### config.mk
export PLATFORM = sky130hd
export DESIGN_NAME = mcu_reset_seq
export DESIGN_NICKNAME = d
export VERILOG_FILES = /design/src/rtl/mcu_reset_seq.sv
export SDC_FILE = /design/constraint.sdc
export NUM_CORES = 1
export LEC_CHECK = 0
export CAP_MARGIN = 20
export CORE_ASPECT_RATIO = 0.75
export CORE_MARGIN = 2
export CORE_UTILIZATION = 55
export CTS_CLUSTER_SIZE = 8
export DETAILED_ROUTE_END_ITERATION = 16
export PLACE_DENSITY_LB_ADDON = 0.25
export REMOVE_ABC_BUFFERS = 1
export SLEW_MARGIN = 20
export SYNTH_ARGS = -nofsm -noshare
export SYNTH_HDL_FRONTEND = slang
export SYNTH_SLANG_ARGS = --single-unit
### constraint.sdc
create_clock -name clock -period 4.75 [get_ports clock]
set_input_delay 0.95 -clock clock [delete_from_list [all_inputs] [get_ports clock]]
set_output_delay 0.95 -clock clock [all_outputs]
set_load 0.02 [all_outputs]
### src/rtl/mcu_reset_seq.sv
// mcu_reset_seq: MCU reset sequencer.
// Runs power-on / lock-loss full CPU reset (with post-lock stretch), debounced
// soft-reset button and watchdog soft-reset pulse. seq_state exposes the FSM
// state for debug and checker binding.
// Optional feature: define MCU_RST_CAUSE_EN to implement the rst_cause register;
// when undefined rst_cause is tied to 2'b00 and no cause register exists.
module mcu_reset_seq #(
    parameter int unsigned DEB_CYC     = 40000,
    parameter int unsigned STRETCH_CYC = 1024,
    parameter int unsigned SOFT_CYC    = 64,
    parameter int unsigned CNT_W       = 16
) (
    input  logic       clock,
    input  logic       reset,
    input  logic       pll_lock,
    input  logic       soft_btn_n,
    input  logic       wdt_rst_req,
    output logic       cpu_rstn,
    output logic       soft_rstn,
    output logic       seq_busy,
    output logic [1:0] rst_cause,
    output logic [2:0] seq_state
);

    typedef enum logic [2:0] {
        ST_HOLD    = 3'd0,
        ST_LOCK    = 3'd1,
        ST_STRETCH = 3'd2,
        ST_RUN     = 3'd3,
        ST_SOFT    = 3'd4
    } state_t;

    localparam logic [CNT_W-1:0] DEB_LAST     = CNT_W'(DEB_CYC - 1);
    localparam logic [CNT_W-1:0] STRETCH_LAST = CNT_W'(STRETCH_CYC - 1);
    localparam logic [CNT_W-1:0] SOFT_LAST    = CNT_W'(SOFT_CYC - 1);

    state_t           state;
    state_t           state_nx;
    logic [CNT_W-1:0] seq_cnt;
    logic [CNT_W-1:0] cnt_nx;

    logic             lock_m;
    logic             lock_s;
    logic             btn_m;
    logic             btn_s;
    logic             btn_deb;
    logic             btn_deb_q;
    logic [CNT_W-1:0] deb_cnt;
    logic             press;

    assign seq_state = state;

    // Two-flop synchronisers. The lock chain is held clear during HOLD so that
    // lock qualification always spans the full synchroniser latency from LOCK.
    always_ff @(posedge clock or negedge reset) begin
        if (!reset) begin
            lock_m <= 1'b0;
            lock_s <= 1'b0;
            btn_m  <= 1'b1;
            btn_s  <= 1'b1;
        end else begin
            lock_m <= (state == ST_HOLD) ? 1'b0 : pll_lock;
            lock_s <= lock_m;
            btn_m  <= soft_btn_n;
            btn_s  <= btn_m;
        end
    end

    // Debounce: accept a new button level after DEB_CYC consecutive differing cycles.
    always_ff @(posedge clock or negedge reset) begin
        if (!reset) begin
            btn_deb   <= 1'b1;
            btn_deb_q <= 1'b1;
            deb_cnt   <= '0;
        end else begin
            btn_deb_q <= btn_deb;
            if (btn_s == btn_deb) begin
                deb_cnt <= '0;
            end else if (deb_cnt == DEB_LAST) begin
                btn_deb <= btn_s;
                deb_cnt <= '0;
            end else begin
                deb_cnt <= deb_cnt + CNT_W'(1);
            end
        end
    end

    // One-cycle press event on the falling edge of the debounced level.
    assign press = btn_deb_q & ~btn_deb;

    // Next-state decode; lock loss outranks watchdog, which outranks the button.
    always_comb begin
        state_nx = state;
        cnt_nx   = '0;
        case (state)
            ST_HOLD: begin
                state_nx = ST_LOCK;
            end
            ST_LOCK: begin
                if (lock_s) state_nx = ST_STRETCH;
            end
            ST_STRETCH: begin
                if (!lock_s)                    state_nx = ST_LOCK;
                else if (seq_cnt == STRETCH_LAST) state_nx = ST_RUN;
                else                            cnt_nx   = seq_cnt + CNT_W'(1);
            end
            ST_RUN: begin
                if (!lock_s)          state_nx = ST_LOCK;
                else if (wdt_rst_req) state_nx = ST_SOFT;
                else if (press)       state_nx = ST_SOFT;
            end
            ST_SOFT: begin
                if (!lock_s)                   state_nx = ST_LOCK;
                else if (seq_cnt == SOFT_LAST) state_nx = ST_RUN;
                else                           cnt_nx   = seq_cnt + CNT_W'(1);
            end
            default: begin
                state_nx = ST_HOLD;
            end
        endcase
    end

    // FSM state, shared sequence counter and outputs registered from next state.
    always_ff @(posedge clock or negedge reset) begin
        if (!reset) begin
            state     <= ST_HOLD;
            seq_cnt   <= '0;
            cpu_rstn  <= 1'b0;
            soft_rstn <= 1'b1;
            seq_busy  <= 1'b1;
        end else begin
            state     <= state_nx;
            seq_cnt   <= cnt_nx;
            cpu_rstn  <= (state_nx == ST_RUN) || (state_nx == ST_SOFT);
            soft_rstn <= (state_nx != ST_SOFT);
            seq_busy  <= (state_nx != ST_RUN);
        end
    end

`ifdef MCU_RST_CAUSE_EN
    logic [1:0] cause_q;

    // Record the reason for the most recent reset taken out of RUN or SOFT.
    always_ff @(posedge clock or negedge reset) begin
        if (!reset) begin
            cause_q <= 2'b00;
        end else if (((state == ST_RUN) || (state == ST_SOFT)) && !lock_s) begin
            cause_q <= 2'b01;
        end else if ((state == ST_RUN) && wdt_rst_req) begin
            cause_q <= 2'b11;
        end else if ((state == ST_RUN) && press) begin
            cause_q <= 2'b10;
        end
    end

    assign rst_cause = cause_q;
`else
    assign rst_cause = 2'b00;
`endif

endmodule

* After elaboration in Yosys (flattened, before gate mapping) *
Index checks and enable logic that the tools add are counted.

word-level totals
  output and inout bits = 8
  logic and storage cells = 49
  bits of input ports = 5
  register bits = 44

cells by class
  bitwise operators = 3
  equality and inequality tests = 12
  reductions and logical operators = 3
  multiplexer cells = 17
  add/subtract/negate cells = 2

operators with widths
  cell                                                    count
  2-to-1 mux 16 bit                                       6
  adder 16 x 1 -> 16 bit (second input constant)          2
  case mux 16 bit (2 select lines)                        1
  2-to-1 mux 3 bit                                        8
  equality test 16 x 10 -> 1 bit (second input constant)  1
  equality test 16 bit (second input constant)            1
  equality test 16 x 6 -> 1 bit (second input constant)   1
  case mux 3 bit (5 select lines)                         1
  equality test 3 x 2 -> 1 bit (second input constant)    3
  equality test 3 bit (second input constant)             2
  equality test 3 x 1 -> 1 bit (second input constant)    1
  logical NOT 3 bit                                       1
  != test 3 x 2 -> 1 bit (second input constant)          1
  != test 3 bit (second input constant)                   1
  inverter 1 bit                                          2
  AND reduction 2 bit                                     1
  AND 1 bit                                               1
  equality test 1 bit                                     1
  logical OR 1 bit                                        1
  2-to-1 mux 1 bit                                        1

* Logic depth before layout (Yosys ltp) *
  depth after elaboration = 8
  mapped depth = 7
  gate-level depth less buffers = 6

* Worst setup path after synthesis *
No wires, ideal clock.

  kind = flip-flop to flip-flop
  start = register seq_cnt[0]
  end = register seq_cnt[12]
  period minus slack after synthesis = 1.760 ns
  buffers on the path = 1
  slack = 2.990 ns
  stages on the path, launching flop included = 8
  data required time = 4.631 ns
  setup time = 0.119 ns
  data arrival time = 1.641 ns
  path through = dfrtp_1 ha_1 nor3b_1 and4_1 nor2_1 a41oi_4 buf_6 nor2_1

between the ends
  word-level cells in the longest chain between the ends = 4
  elaborated cells between the ends (all ways) = 8
  those cells by class = 1 x add/sub; 2 x eq/ne; 5 x mux

ends and longest elaborated chain
  what                                            line      RTL
  from (decl)                                     39        logic [CNT_W-1:0] seq_cnt;
  from (signal assigned)                          133       seq_cnt <= cnt_nx;
  adder 16 x 1 -> 16 bit (tied with other cells)  105, 115
  2-to-1 mux 16 bit (on tied branches)            114, 104
  2-to-1 mux 16 bit (on tied branches)            113, 103
  case mux 16 bit (2 select lines) (*)            95        case (state)
  via cnt_nx[12]                                  40        logic [CNT_W-1:0] cnt_nx;

Mark *: on every way through the listed nets, which the timed path passes. The rest lies on a longest branch.
A chain may end at the register's enable or synchronous reset.

* Worst setup path in the final report *
  start = register state[1] (netlist: seq_state[1])
  end = output seq_state[1]

RTL lines
  what                    line  RTL
  from (decl)             37    state_t state;
  from (signal assigned)  132   state <= state_nx;
  to (decl)               22    output logic [2:0] seq_state

No word-level cell between the ends.

==> qor.yml <==
status: "complete, no violations"
cts_setup_buffers: 0
cts.hold.buffers_added: 0
die-area_mm2: 0.004267
ioPinCount: 13
placed_area_mm2: 0.002180
fp-row-count: 19
synth.area.top_cells: "dfrtp_1, xor2_1, dfstp_2"
die-width_um: 74.77
track_usage: 0.1946
cts-buffers-inserted: 5
grt_pass1_wl_um: 6189
slowest_delay_ns: 0.67
route.detailed.drc: 0
fmax_mhz: 412.2
cp_data_required_time_ns: 3.80
skew_ns: 0.005543
port_buffers: 10
ys_ff_latch: 44
finalSetupViolCount: 0
maxSlewHeadroom: 0.3711
die_y_um: 57.08
grt_pass1_vias: 1395
ys_seq_area_frac: 0.5366
wl_um: 3620
yosysWarnings: 0
syn_inst: 197
clk_path_buf_depth: 2
wire_per_inst_um: 13.82
n_fill_cell: 293
path_delay_family: "buffers and inverters"
crit_chain: "clkdlybuf4s50_1"
ant_nets: 0
cts-root-buf: "clkbuf_8"
cts_max_level: 2
whs_path_depth: 0
p_leak_uw: 0.0009822
fin_crit_sh: 0.5107
cts.clk_slew.worst_paths_ns: 0.08
placeableCoreArea_mm2: 0.003637
start_util: 0.5679
avgSynthCellArea_um2: 10.49
seqCellArea_mm2: 0.001109
layout-drive-gt1-share: 0.1000
dp_hpwl_um: 2467
vias: 1416
drtIter0Drc: 75
arrival_ns: 1.48
fin_area_mm2: 0.002287
firstDrtPassIters: 4
grtUsageMet2: 0.2870
ir_worst_vdd_uv: 186.3
cts_tree: "done"
fin_tns_setup_ns: 0
cts_sinks: 44
mostFrequentLayoutCells: "nor2_1, dfrtp_1, xor2_1, nand2_1, xnor2_1"
ys_types: 38
grt_max_degree: 45
start_kind: "flop"
syn-cell-area_mm2: 0.002066
p_per_area_mw_per_mm2: 368.8
hp-class: "flop to flop"
synth_top_area_frac: 0.4603
antenna_found_initial: 0
drv_slew: 0
yosys.area.top_type: "dfrtp_1"
grtUsageMet3: 0.05830
via_per_inst: 5.405
critPathCaptureType: "output pin"
final_common_cell: "nor2_1"
multi_input_area_um2: 888.4
reg2reg_depth: 6
worst-path-buf-inv: 1
hold_violations: 0
cts_resized: 0
worst_path_max_delay_cell: "clkdlybuf4s50_1"
gp_congestion: 0.8254
path_depth: 1
worst_slew_pin_slew_ns: 0.9433
rsz0062_at_grt: "no"
crit_type: "flop to output pin"
clk_latency_ns: 0.30
top_usage_layer: "met2"
nets: 216
max_cap_violations: 0
cp_max_fo: 8
syn2layout_area_growth_pct: 10.72
diodes: 0
grtUsageMet1: 0.2673
overflow: 0
period_minus_slack_ns: 2.426
## per-layer routing
layer,share of wire,vias up
met5,0,-
met4,0.020,0
met3,0.037,8
met2,0.45,29
met1,0.49,696
li1,-,683
## synth_stat cells (all sizes together)
cell,instances
o22ai,1
xnor2,10
and2,2
nand4,10
o32a,1
o31a,1
and3,4
xor2,19
or3b,1
ha,2
nand2,14
nor2,41
a41oi,2
nor3b,1
inv,6
nor2b,2
dfstp,6
buf,6
nand2b,1
or3,1
nor4b,1
nor3,2
nand3,8
mux2,1
a21oi,2
or2,3
dfrtp,38
and4,4
conb,1
nor4,4
o21ai,2
## cells by family (layout without fill, tap and decap cells)
logic type / after synthesis / in the layout / synth area share
XOR/XNOR: 29 / 29 / 0.1230
flip-flops: 44 / 44 / 0.5366
adder cells (fa/ha/maj): 2 / 2 / 0.01211
buffers and inverters: 12 / 24 / 0.03513
AO/OA/AOI/OAI: 9 / 9 / 0.03938
AND/OR/NAND/NOR: 99 / 99 / 0.2465
multiplexers: 1 / 1 / 0.005451
other: 1 / 2 / 0.001815
## per-stage QoR
step	setup slack, ns	util	power [µW]	hold slack [ns]	std cells
final	2.324	0.6288	843.5	0.3590	262
after global routing	2.285	0.6288	882.1	0.3647	262
after CTS	2.332	0.6288	851.5	0.3593	262
after global placement	2.554	0.5992	563.1	0.3385	254
after detailed placement	2.475	0.5992	568.6	0.3427	254
after floorplan	2.994	-	508.5	0.3312	192
## worst paths after layout
kind | slack (ns) | start | end
hold reg to reg | 0.36 | btn_m | btn_s
hold / removal | 0.36 | btn_m | btn_s
min in group asynchronous | 0.79 | reset | deb_cnt[6]
setup / recovery | 2.32 | seq_state[1] | seq_state[1]
max in group asynchronous | 3.37 | reset | seq_cnt[9]
setup reg to reg | 2.65 | seq_cnt[0] | seq_cnt[4]
## sequential cells by signal, summed over array words and instances, names as in the netlist
| name | count |
|---|---|
| soft_rstn | 1 |
| btn_m | 1 |
| btn_deb_q | 1 |
| lock_m | 1 |
| seq_state | 3 |
| btn_s | 1 |
| deb_cnt | 16 |
| lock_s | 1 |
| seq_cnt | 16 |
| cpu_rstn | 1 |
| btn_deb | 1 |
| seq_busy | 1 |
## final cells by class
type / count / share of cell area
repair buffers: 10 / 0.04158
multi-input cells: 142 / 0.3884
clock buffers: 6 / 0.03173
clock inverters: 2 / 0.01532
inverters: 6 / 0.009847
flip-flops and latches: 44 / 0.4847
well taps: 52 / 0.02845
## power by group
| part | switching [µW] | internal [µW] | leakage [µW] |
|---|---|---|---|
| Combinational | 78.5 | 56.2 | 0.000345 |
| Clock | 121 | 156 | 0.0000552 |
| Sequential | 27.3 | 404 | 0.000582 |
| Total | 227 | 616 | 0.000982 |
No activity file was read; power rests on OpenSTA's default activity.
